[src/rtl/vram_arbiter_if.sv]
// ---------------------------------------------------------------------------
// vram_arbiter_if
// CPU-side bus between the Z80 bus decoder and the VRAM arbiter.
//   cpu_req   : access request, level, held until cpu_ack
//   cpu_we    : 1 = write, 0 = read (stable while cpu_req is high)
//   cpu_addr  : access address (stable while cpu_req is high)
//   cpu_wdata : write data (stable while cpu_req is high)
//   cpu_rdata : read data, valid while cpu_ack is high
//   cpu_ack   : one-cycle completion pulse
//   cpu_wait  : cpu_req & ~cpu_ack, drives the Z80 WAIT input
// master = CPU / bus decoder side, slave = arbiter side.
// ---------------------------------------------------------------------------
interface vram_arbiter_if #(
    parameter int AW = 16,
    parameter int DW = 8
);
    logic          cpu_req;
    logic          cpu_we;
    logic [AW-1:0] cpu_addr;
    logic [DW-1:0] cpu_wdata;
    logic [DW-1:0] cpu_rdata;
    logic          cpu_ack;
    logic          cpu_wait;

    modport master (
        output cpu_req, cpu_we, cpu_addr, cpu_wdata,
        input  cpu_rdata, cpu_ack, cpu_wait
    );

    modport slave (
        input  cpu_req, cpu_we, cpu_addr, cpu_wdata,
        output cpu_rdata, cpu_ack, cpu_wait
    );
endinterface

[src/rtl/vram_arbiter.sv]
// ---------------------------------------------------------------------------
// vram_arbiter
// Shares one single-port synchronous video RAM between video fetch, the Z80
// CPU and a built-in screen-fill engine. Fixed priority video > CPU > fill;
// one RAM slot per clock, the RAM address/control is registered.
//
// Ports:
//   CLOCK, RESET           : pixel clock, asynchronous active-high reset
//   vid_req/vid_addr       : video fetch request (every edge) and address
//   vid_data/vid_valid     : fetched byte, one-cycle valid pulse
//   cpu (interface slave)  : CPU request/ack bus with WAIT output
//   fill_start/fill_value  : start pulse and fill byte for the fill engine
//   fill_busy/fill_done    : fill in progress / one-cycle completion pulse
//   mem_addr/mem_we/mem_wdata : registered RAM slot
//   mem_rdata              : RAM read data, one cycle after the slot
// ---------------------------------------------------------------------------
module vram_arbiter #(
    parameter int            AW        = 16,
    parameter int            DW        = 8,
    parameter logic [AW-1:0] FILL_BASE = 16'h4000,
    parameter logic [AW-1:0] FILL_END  = 16'h9FFF
) (
    input  logic          CLOCK,
    input  logic          RESET,

    input  logic          vid_req,
    input  logic [AW-1:0] vid_addr,
    output logic [DW-1:0] vid_data,
    output logic          vid_valid,

    vram_arbiter_if.slave cpu,

    input  logic          fill_start,
    input  logic [DW-1:0] fill_value,
    output logic          fill_busy,
    output logic          fill_done,

    output logic [AW-1:0] mem_addr,
    output logic          mem_we,
    output logic [DW-1:0] mem_wdata,
    input  logic [DW-1:0] mem_rdata
);

    typedef enum logic [2:0] {
        TAG_NONE,
        TAG_VID,
        TAG_CPU_RD,
        TAG_CPU_WR,
        TAG_FILL
    } tag_t;

    typedef enum logic {
        F_IDLE,
        F_RUN
    } fstate_t;

    fstate_t       state;
    fstate_t       state_nxt;
    tag_t          tag_p1;
    tag_t          tag_p2;
    logic [AW-1:0] fill_ptr;
    logic [DW-1:0] fill_val;

    logic          cpu_busy;
    logic          cpu_elig;
    logic          grant_cpu;
    logic          grant_fill;
    logic          fill_last;

    tag_t          slot_tag;
    logic [AW-1:0] slot_addr;
    logic          slot_we;
    logic [DW-1:0] slot_wdata;

    // A CPU transaction counts as outstanding from its grant until the end of
    // its ack cycle, so a cpu_req still high during the ack is not re-granted.
    always_comb begin
        cpu_busy   = (tag_p1 == TAG_CPU_RD) || (tag_p1 == TAG_CPU_WR) ||
                     (tag_p2 == TAG_CPU_RD) || cpu.cpu_ack;
        cpu_elig   = cpu.cpu_req & ~cpu_busy;
        grant_cpu  = ~vid_req & cpu_elig;
        grant_fill = ~vid_req & ~cpu_elig & (state == F_RUN);
        fill_last  = grant_fill & (fill_ptr == FILL_END);
    end

    assign cpu.cpu_wait = cpu.cpu_req & ~cpu.cpu_ack;

    // Slot owner selection; an idle slot keeps the last address.
    always_comb begin
        slot_tag   = TAG_NONE;
        slot_addr  = mem_addr;
        slot_we    = 1'b0;
        slot_wdata = mem_wdata;
        if (vid_req) begin
            slot_tag  = TAG_VID;
            slot_addr = vid_addr;
        end else if (grant_cpu) begin
            slot_tag   = cpu.cpu_we ? TAG_CPU_WR : TAG_CPU_RD;
            slot_addr  = cpu.cpu_addr;
            slot_we    = cpu.cpu_we;
            slot_wdata = cpu.cpu_wdata;
        end else if (grant_fill) begin
            slot_tag   = TAG_FILL;
            slot_addr  = fill_ptr;
            slot_we    = 1'b1;
            slot_wdata = fill_val;
        end
    end

    // Stage p1: slot registered towards the RAM, owner tag travels with it.
    // Stage p2: RAM is reading; tag follows so the data can be routed.
    always_ff @(posedge CLOCK or posedge RESET) begin
        if (RESET) begin
            mem_addr  <= '0;
            mem_we    <= 1'b0;
            mem_wdata <= '0;
            tag_p1    <= TAG_NONE;
            tag_p2    <= TAG_NONE;
        end else begin
            mem_addr  <= slot_addr;
            mem_we    <= slot_we;
            mem_wdata <= slot_wdata;
            tag_p1    <= slot_tag;
            tag_p2    <= tag_p1;
        end
    end

    // Return stage: read data captured two edges after the slot; a CPU write
    // is acknowledged one edge after its slot.
    always_ff @(posedge CLOCK or posedge RESET) begin
        if (RESET) begin
            vid_data      <= '0;
            vid_valid     <= 1'b0;
            cpu.cpu_rdata <= '0;
            cpu.cpu_ack   <= 1'b0;
        end else begin
            vid_valid   <= (tag_p2 == TAG_VID);
            cpu.cpu_ack <= (tag_p2 == TAG_CPU_RD) || (tag_p1 == TAG_CPU_WR);
            if (tag_p2 == TAG_VID) begin
                vid_data <= mem_rdata;
            end
            if (tag_p2 == TAG_CPU_RD) begin
                cpu.cpu_rdata <= mem_rdata;
            end
        end
    end

    // Fill FSM: state register
    always_ff @(posedge CLOCK or posedge RESET) begin
        if (RESET) begin
            state <= F_IDLE;
        end else begin
            state <= state_nxt;
        end
    end

    // Fill FSM: next state
    always_comb begin
        state_nxt = state;
        case (state)
            F_IDLE: if (fill_start) state_nxt = F_RUN;
            F_RUN:  if (fill_last)  state_nxt = F_IDLE;
            default: state_nxt = F_IDLE;
        endcase
    end

    // Fill FSM: outputs
    always_comb begin
        fill_busy = (state == F_RUN);
    end

    // Fill pointer/value; fill_done rises on the edge that writes FILL_END.
    always_ff @(posedge CLOCK or posedge RESET) begin
        if (RESET) begin
            fill_ptr  <= '0;
            fill_val  <= '0;
            fill_done <= 1'b0;
        end else begin
            fill_done <= (state == F_RUN) && fill_last;
            if ((state == F_IDLE) && fill_start) begin
                fill_val <= fill_value;
                fill_ptr <= FILL_BASE;
            end else if (grant_fill) begin
                fill_ptr <= fill_ptr + AW'(1);
            end
        end
    end

endmodule

[src/flat_wrapper.sv]
// flat-port wrapper written by rule: the top's interface ports become plain ports
module vram_arbiter_flat 
#(
    parameter int            AW        = 16,
    parameter int            DW        = 8,
    parameter logic [AW-1:0] FILL_BASE = 16'h4000,
    parameter logic [AW-1:0] FILL_END  = 16'h9FFF
)
  (CLOCK, RESET, vid_req, vid_addr, vid_data, vid_valid, fill_start, fill_value, fill_busy, fill_done, mem_addr, mem_we, mem_wdata, mem_rdata, cpu_cpu_req, cpu_cpu_we, cpu_cpu_addr, cpu_cpu_wdata, cpu_cpu_rdata, cpu_cpu_ack, cpu_cpu_wait);
  vram_arbiter_if #(.AW(AW), .DW(DW)) cpu_i ();
  input  logic CLOCK;
  input  logic RESET;
  input  logic vid_req;
  input  logic [AW-1:0] vid_addr;
  output logic [DW-1:0] vid_data;
  output logic vid_valid;
  input  logic fill_start;
  input  logic [DW-1:0] fill_value;
  output logic fill_busy;
  output logic fill_done;
  output logic [AW-1:0] mem_addr;
  output logic mem_we;
  output logic [DW-1:0] mem_wdata;
  input  logic [DW-1:0] mem_rdata;
  input wire logic [$bits(cpu_i.cpu_req)-1:0] cpu_cpu_req;
  input wire logic [$bits(cpu_i.cpu_we)-1:0] cpu_cpu_we;
  input wire logic [$bits(cpu_i.cpu_addr)-1:0] cpu_cpu_addr;
  input wire logic [$bits(cpu_i.cpu_wdata)-1:0] cpu_cpu_wdata;
  output wire logic [$bits(cpu_i.cpu_rdata)-1:0] cpu_cpu_rdata;
  output wire logic [$bits(cpu_i.cpu_ack)-1:0] cpu_cpu_ack;
  output wire logic [$bits(cpu_i.cpu_wait)-1:0] cpu_cpu_wait;
  assign cpu_i.cpu_req = cpu_cpu_req;
  assign cpu_i.cpu_we = cpu_cpu_we;
  assign cpu_i.cpu_addr = cpu_cpu_addr;
  assign cpu_i.cpu_wdata = cpu_cpu_wdata;
  assign cpu_cpu_rdata = cpu_i.cpu_rdata;
  assign cpu_cpu_ack = cpu_i.cpu_ack;
  assign cpu_cpu_wait = cpu_i.cpu_wait;
  vram_arbiter #(.AW(AW), .DW(DW), .FILL_BASE(FILL_BASE), .FILL_END(FILL_END)) u_core (.CLOCK(CLOCK), .RESET(RESET), .vid_req(vid_req), .vid_addr(vid_addr), .vid_data(vid_data), .vid_valid(vid_valid), .cpu(cpu_i), .fill_start(fill_start), .fill_value(fill_value), .fill_busy(fill_busy), .fill_done(fill_done), .mem_addr(mem_addr), .mem_we(mem_we), .mem_wdata(mem_wdata), .mem_rdata(mem_rdata));
endmodule
[config.mk]
export PLATFORM = sky130hd
export DESIGN_NAME = vram_arbiter_flat
export DESIGN_NICKNAME = d
export VERILOG_FILES = /design/src/rtl/vram_arbiter_if.sv /design/src/rtl/vram_arbiter.sv /design/src/flat_wrapper.sv
export SDC_FILE = /design/constraint.sdc
export NUM_CORES = 1
export LEC_CHECK = 0
export CAP_MARGIN = 20
export CELL_PAD_IN_SITES_DETAIL_PLACEMENT = 2
export CELL_PAD_IN_SITES_GLOBAL_PLACEMENT = 2
export CORE_ASPECT_RATIO = 1.75
export CORE_MARGIN = 2
export CORE_UTILIZATION = 32
export CTS_CLUSTER_DIAMETER = 60
export DETAILED_ROUTE_END_ITERATION = 16
export GPL_TIMING_DRIVEN = 0
export PLACE_DENSITY = 0.95
export SLEW_MARGIN = 15
export SYNTH_ARGS = -nofsm -noshare
export SYNTH_HDL_FRONTEND = slang
export SYNTH_SLANG_ARGS = --single-unit
[constraint.sdc]
create_clock -name CLOCK -period 4.5 [get_ports CLOCK]
set_input_delay 0.9 -clock CLOCK [delete_from_list [all_inputs] [get_ports CLOCK]]
set_output_delay 0.9 -clock CLOCK [all_outputs]
set_load 0.03 [all_outputs]
==> reports/summary.md, run 1 <==
The run gives 2986 as the via count of the routed design. The routed design has 13.6 mm of wire. The remaining antenna violation count after routing is 0. The run gives 0 ps as the post-route setup TNS. The tree is rooted in a sky130_fd_sc_hd__clkbuf_16. Among all stages on the critical path, the largest delay is contributed by sky130_fd_sc_hd__clkdlybuf4s50_1.

Counting I/O delays and the setup requirement, the final critical path takes 3400 ps. Along the worst path, the maximum fanout reaches 5. Port buffering added 106 buffers. The tools report the length of the first detailed-routing pass in iterations as 4. The area taken by multi-input logic gates was 1520 um2; the portion of the clock cycle consumed by the worst path in the final layout was 0.755.

The worst register-to-register path begins at u_core.tag_p2[0]. Data on the critical path arrives at its endpoint at 2500 ps. The run gives 0.389 as the sequential fraction of design power. In this run, synthesis inferred 0 flip-flops with an integrated enable. Setup repair after global routing left no endpoint under its margin. The number of antenna violations at the first check in global routing was 1; the average footprint of a synthesized cell was 11.6 um2. For the worst setup path, the data required time is 3600 ps. For this design the static power due to leakage is 0.00216 uW. The largest total area in the synthesized netlist belongs to sky130_fd_sc_hd__dfrtp_1. The run finished with clean final reports. The tools report the hold buffer count at cts as 0. The slew at the pin with the worst max-slew slack works out to 771 ps. For the placeable core area, the log shows 10700 um2. The die covers 11900 um2. For the minimum setup slack among reg-to-reg paths, the log shows 2310 ps. For the count of final max-slew check failures, the log shows 0.

In this run, distinct cell masters in the synthesized netlist total 45. In this run, the number of DRC markers left after iteration 0 of detailed routing was 96. The share of synthesized flip-flops with an asynchronous set or reset works out to 1.00. The tools report the total track usage as 0.240. Across the whole layout, storage elements account for 1880 um2.

The most frequent cell on the critical path was sky130_fd_sc_hd__clkdlybuf4s50_1. After detailed routing, the average wire length per cell comes to 24.3 um. STA classifies the critical path startpoint as an input pin. IR analysis of the VDD net gives a maximum drop of 289 uV.

For the sequential area share after synthesis, the log shows 0.532. After layout, the worst setup slack is 1100 ps. The clock slew seen by the registers of the worst setup and hold paths works out to 60 ps. The wire-length estimate of the detail-placed layout is 9.64 mm.

From left edge to right edge, the die measures 83.4 um. The delay of the slowest cell on the worst path works out to 750 ps. The tools report the count of pins on the block boundary as 108.

The die span in y was 143 um; the TritonCTS buffer count was 9. The first global-routing pass estimated 21.2 mm of wire. STA classifies the critical path endpoint as a primary output. The placed cell count is 542, and the total clock sinks is 75. The tools report the final-layout fill cell count as 1068.

After detailed routing, the number of vias per cell comes to 5.35. Setup violations remaining at the end of the flow were counted as 0. By startpoint and endpoint, the worst setup path is classified as input pin to primary output.

The net load switching power was 752 uW. Along the worst hold path, the cell count comes to 0. The critical path goes through clkdlybuf4s50_1 -> nand2b_1 -> inv_1 -> clkdlybuf4s50_1. The remaining routing DRC violations was 0. The later pin in the worst-skew pair is clocked with a latency of 340 ps. The internal power of the cells totals 1540 uW. In this run the deepest clock path goes through 2 buffers. The relative contribution of the clock network to total power came out at 0.321. The worst hold-check path type was register to register. Number of cells upsized or downsized after cts: 0. The number of global-route vias before repair is 3526, and the proportion of layout cells with a drive suffix above 1 is 0.129.

Buffers added to address setup during post-CTS repair amount to 0. The share of Yosys cell area claimed by the top area cell type came out at 0.532. The tools report the hold path endpoint as u_core.tag_p2[0]. The tightest hold path in the finished design has a slack of 391 ps.

The initialized floorplan defines 50 standard-cell rows. Most common library cell in the layout ignoring fill and taps: sky130_fd_sc_hd__clkdlybuf4s50_1. The H-tree was split into 3 levels. On the final layout, the worst clock skew is 5.76 ps. Grouping stages by cell kind, the critical path spends the most delay in buffers and inverters. The Yosys step of the flow raised 0 warnings. The synthesized net count is 368, and the number of hold violations in the final report is 0.

The tools report the share of total power in combinational logic as 0.291. The flop and latch count out of synthesis is 75, and the power per cell area is 451 nW/um2. Synthesis produced 305 cells. The post-place setup slack is 1080 ps, and the final standard cell count with taps included and fillers excluded is 558. The starting utilization of the core area is 0.330, and the count of cells along the worst register-to-register path is 5. The switching share of power works out to 0.328.

TritonCTS built the clock tree. In this run the critical register-to-register path is captured at u_core.mem_wdata[0]. Source of the worst hold timing path: u_core.tag_p1[0].

After global routing the overflow that remains totals 0. From synthesis to final layout, the design area changed by 44.1%. The net total in the final layout is 486. Top flip-flop cell by instance count after synthesis: sky130_fd_sc_hd__dfrtp_1.

The final weighted congestion of routability-driven global placement was 0.800; the highest attainable clock frequency was 294 MHz. The tools report the total of max-cap violations as 0. In the post-synthesis netlist, the biggest area contributors are sky130_fd_sc_hd__dfrtp_1, sky130_fd_sc_hd__mux2i_1, sky130_fd_sc_hd__mux2_2. Entering global routing, the biggest net connects 57 pins. For the post-synthesis cell area, the log shows 3530 um2.

The worst max-slew margin expressed relative to the limit is 0.483. The library cells used most frequently in the layout, excluding fill and tap cells, are sky130_fd_sc_hd__clkdlybuf4s50_1, sky130_fd_sc_hd__dfrtp_1, sky130_fd_sc_hd__nand2_1. The buffers plus inverters on the worst setup path is 3.
[cell families after synthesis]
family,after synthesis,synth area share
adder cells (fa/ha/maj),1,0.00354
multiplexers,44,0.131
AO/OA/AOI/OAI,48,0.129
flip-flops,75,0.532
AND/OR/NAND/NOR,111,0.163
buffers and inverters,25,0.0386
XOR/XNOR,1,0.00248
[state kept, by name, indices dropped and copies added, names as in the netlist]
register,cells
u_core.cpu.cpu_ack,1
u_core.cpu.cpu_rdata,8
u_core.fill_busy,1
u_core.fill_done,1
u_core.fill_ptr,16
u_core.fill_val,8
u_core.mem_addr,16
u_core.mem_wdata,8
u_core.mem_we,1
u_core.tag_p1,3
u_core.tag_p2,3
u_core.vid_data,8
u_core.vid_valid,1
[how the worst max path moves through the flow]
stage	start	to	slack, ps	cells past startpoint
2_1_floorplan	RESET	u_core.cpu.cpu_ack	1690	1
4_1_cts	cpu_cpu_req	cpu_cpu_wait	1100	4
6_report	cpu_cpu_req	cpu_cpu_wait	1100	4
3_5_place_dp	cpu_cpu_req	cpu_cpu_wait	1080	4
3_3_place_gp	RESET	u_core.mem_addr[6]	510	2
5_1_grt	cpu_cpu_req	cpu_cpu_wait	1070	4
[area by class of cell]
cell class / instances / area share
diodes: 1 / 0.000492
plain buffers: 20 / 0.0231
clock buffers: 10 / 0.0470
clock inverters: 5 / 0.0123
inverters: 5 / 0.00418
multi-input cells: 205 / 0.298
flip-flops and latches: 75 / 0.369
well taps: 130 / 0.0320
repair buffers: 107 / 0.214
[through the flow]
stage                     area (um2)   util  power [uW]
after floorplan                 3530      -        1240
after global placement          4750  0.444        1500
after detailed placement        4780  0.447        1560
after CTS                       5090  0.475        2320
after global routing            5090  0.476        2390
final                           5090  0.476        2290
[synthesized netlist by cell type, drive strengths merged, types with 5 or more instances]
master,n
nor2,20
dfrtp,75
clkbuf,13
mux2i,26
mux2,18
and3,6
nand2b,5
a2bb2oi,7
nand2,43
o22ai,8
nand4,7
o221a,16
nor3b,15
buf,7
[power by group through the flow]
stage / clock [uW] / combinational, uW / sequential, uW
after CTS: 754 / 675 / 890
final: 735 / 667 / 892
after global routing: 775 / 706 / 908
after floorplan: 0 / 216 / 1020
after detailed placement: 0 / 666 / 894
after global placement: 0 / 627 / 876
[worst reg2reg max path: stages (launching register included)]
cell and delay [ps]:
sky130_fd_sc_hd__dfrtp_1 430, sky130_fd_sc_hd__nor3b_4 540, sky130_fd_sc_hd__nor3_1 210, sky130_fd_sc_hd__buf_2 260
sky130_fd_sc_hd__o21a_1 330, sky130_fd_sc_hd__o2bb2a_2 310
[routing by layer]
layer | share of wire | vias up | global-route usage
met5 | 0 | - | 0
met4 | 0.023 | 0 | 0.138
met3 | 0.027 | 19 | 0.0324
met2 | 0.58 | 75 | 0.457
met1 | 0.37 | 1542 | 0.247
li1 | - | 1350 | -
(Power assumes the default switching activity.)
==> inputs of run 2 (changes only) <==
--- a/config.mk
+++ b/config.mk
@@ -10,11 +10,11 @@
 export CELL_PAD_IN_SITES_GLOBAL_PLACEMENT = 2
 export CORE_ASPECT_RATIO = 1.75
 export CORE_MARGIN = 2
-export CORE_UTILIZATION = 32
+export CORE_UTILIZATION = 29
 export CTS_CLUSTER_DIAMETER = 60
 export DETAILED_ROUTE_END_ITERATION = 16
 export GPL_TIMING_DRIVEN = 0
-export PLACE_DENSITY = 0.95
+export PLACE_DENSITY = 0.89
 export SLEW_MARGIN = 15
 export SYNTH_ARGS = -nofsm -noshare
 export SYNTH_HDL_FRONTEND = slang
==> constraint.sdc (replaced) <==
create_clock -name CLOCK -period 3.2 [get_ports CLOCK]
set_input_delay 0.64 -clock CLOCK [delete_from_list [all_inputs] [get_ports CLOCK]]
set_output_delay 0.64 -clock CLOCK [all_outputs]
set_load 0.03 [all_outputs]
==> reports/summary.md, run 2 (same netlist as run 1, synthesis figures left out) <==
Count of cells along the worst register-to-register path: 5 (unchanged). The TritonCTS buffer count was 9 (unchanged); the total setup buffers inserted after CTS was 0 (unchanged). The floorplan die area is 13100 um2 (+9.9%), and the remaining routing DRC violations is 0 (unchanged).

The largest registers in the layout are u_core.fill_ptr (16), u_core.mem_addr (16). The die span in y is 150 um (+4.9%). The library cells used most frequently in the layout, excluding fill and tap cells, are sky130_fd_sc_hd__clkdlybuf4s50_1, sky130_fd_sc_hd__dfrtp_1, sky130_fd_sc_hd__nand2_1. The cell with the largest stage delay on the worst path was sky130_fd_sc_hd__clkdlybuf4s50_1.

The run gives 342 ps (-761 ps) as the final setup slack of the worst path. The number of cells upsized or downsized after cts is 0 (unchanged), and the pin count of the biggest net entering global routing is 53 (-7.0%). The length of the first detailed-routing pass in iterations is 4 (unchanged), and the slew at the pin with the worst max-slew slack is 744 ps (-27.2 ps). Setup repair after global routing left no endpoint under its margin. The tools report the remaining antenna violation count after routing as 0 (unchanged). Portion of the clock cycle consumed by the worst path in the final layout: 0.893. The count of input and output buffers is 106 (unchanged), and the static leakage is 0.00219 uW (+1.2%).

The critical path goes through clkdlybuf4s50_1 -> nand2b_1 -> inv_1 -> clkdlybuf4s50_1. The delay of the slowest cell on the worst path works out to 750 ps (about the same). The number of antenna violations at the first check in global routing was 0 (-1). The hold buffer count at cts is 0 (unchanged).

CTS placed an instance of sky130_fd_sc_hd__clkbuf_16 at the clock tree root. The run gives 2560 ps (-1040 ps) as the worst endpoint required time. The clock latency of the later-clocked register in the worst-skew pair was 340 ps (about the same); the total clock sinks was 75 (unchanged). Relative to the synthesized area, the layout overhead comes to 45.3%. The logs give 350 MHz for the highest attainable clock frequency and 0 ps (unchanged) for the post-route setup TNS. Buffers plus inverters on the worst setup path: 3 (unchanged). The CTS H-tree depth is 3 (unchanged), and the final critical delay including setup and external delays is 2860 ps. The critical path is of the input pin to primary output type.

The run gives 0 (unchanged) as the remaining global-route overflow. Final standard cell count with taps included and fillers excluded: 565 (+1.3%). The count of pins on the block boundary is 108 (unchanged), and the final routed wire length divided by cell count is 21.0 um (-14%).

The flow ran to the end, and the final reports show no timing, DRC or antenna violations. In this design, the largest share of critical-path delay is due to buffers and inverters. The run gives 357 ps (-720 ps) as the post-place setup slack.

For the via count of the routed design, the log shows 2947 (-1.3%). The number of global-route vias before repair is 3362 (-4.7%), and the largest fanout on the critical path is 5 (unchanged). The count of final max-slew check failures was 0 (unchanged). The number of failing setup endpoints in the final timing report came out at 0 (unchanged). The tools report the estimated wirelength of the detail-placed design as 8.70 mm (-9.8%). The detailed router's first-iteration violation count is 106 (+10%), and the total of max-cap violations is 0 (unchanged). The run gives 2 (unchanged) as the maximum buffer depth of the clock tree. The clock slew seen by the registers of the worst setup and hold paths came out at 60 ps (about the same).

Proportion of layout cells with a drive suffix above 1: 0.131 (+0.00204). The tools report the maximum VDD drop as 266 uV (-7.9%). The startpoint class of the critical path was an input pin.

Among the stages of the critical path, the cell type that occurs most often is sky130_fd_sc_hd__clkdlybuf4s50_1. For the final weighted congestion of routability-driven global placement, the log shows 0.813 (+1.6%). The placed cell count was 549 (+1.3%). Placeable core area: 11900 um2 (+12%). STA classifies the critical path endpoint as a primary output. For the final setup skew, the log shows 7.42 ps (+1.66 ps).

For the total track usage, the log shows 0.191 (-0.0484). The final hold slack was 393 ps (+1.47 ps). The first-pass GRT wire length was 19.1 mm (-9.9%). X dimension of the die: 87.4 um (+4.8%). TritonCTS built the clock tree. The routed wire length is 11.9 mm (-12%). The number of antenna cells inserted is 0 (-1), and the worst max-slew margin expressed relative to the limit is 0.501 (+0.0183). The net total in the final layout is 486 (unchanged), and the number of cells on the worst hold path is 0 (unchanged). The mean number of vias per cell works out to 5.22 (-2.5%). The starting utilization of the core area was 0.296 (-0.0343); the number of cells on the critical path was 4 (unchanged). Worst hold-check path type: register to register. For the data arrival time of the critical path, the log shows 2220 ps (-280 ps). Leaving out fill and tap cells, the most frequent cell in the layout is sky130_fd_sc_hd__clkdlybuf4s50_1. The power per cell area works out to 646 nW/um2 (+43%). The logs give 53 (+6.0%) for the total number of placement rows and 0 (unchanged) for the number of hold violations in the final report.
run 2: cell types whose count changed in the layout (fill, tap and decap cells not counted), sizes merged:
cell / previous run / this run
clkinvlp: 2 / 0
bufinv: 1 / 2
clkbuf: 23 / 24
diode: 1 / 0
inv: 5 / 6
run 2: final timing paths:
| path | start | end | slack [ps] |
|---|---|---|---|
| setup / recovery | cpu_cpu_req | cpu_cpu_wait | 340 |
| hold / removal | u_core.tag_p1[0] | u_core.tag_p2[0] | 390 |
| setup reg to reg | u_core.tag_p2[0] | u_core.mem_wdata[0] | 1150 |
| hold reg to reg | u_core.tag_p1[0] | u_core.tag_p2[0] | 390 |
| max in group asynchronous | RESET | u_core.mem_addr[6] | 1970 |
| min in group asynchronous | RESET | u_core.mem_wdata[7] | 650 |
run 2: power breakdown:
group	internal [uW]	switching, uW
combinational	435	484
sequential	1110	131
clock	730	423
total	2270	1040
run 2: metal layers:
layer	vias to the layer above	part of all wire	wire, um	global-route usage
li1	1353	-	-	-
met1	1528	0.37	4450	0.214
met2	55	0.59	7000	0.367
met3	11	0.026	303	0.0254
met4	0	0.011	129	0.0508
met5	-	0	0	0
run 2: area by class of cell:
| cell class | instances | area, um2 |
|---|---|---|
| Tap cell | 137 | 171 |
| Inverter | 5 | 21.3 |
| Multi-Input combinational cell | 205 | 1520 |
| Fill cell | 1207 | 6810 |
| Clock inverter | 5 | 82.6 |
| Buffer | 20 | 118 |
| Timing Repair Buffer | 107 | 1090 |
| Sequential cell | 75 | 1880 |
| Clock buffer | 11 | 253 |
run 2: stage by stage:
step	utilization	power, uW	instance area, um2
3_5_place_dp	0.402	2170	4790
6_report	0.430	3310	5130
5_1_grt	0.430	3450	5130
3_3_place_gp	0.399	2110	4760
4_1_cts	0.430	3340	5130
2_1_floorplan	-	1740	3530
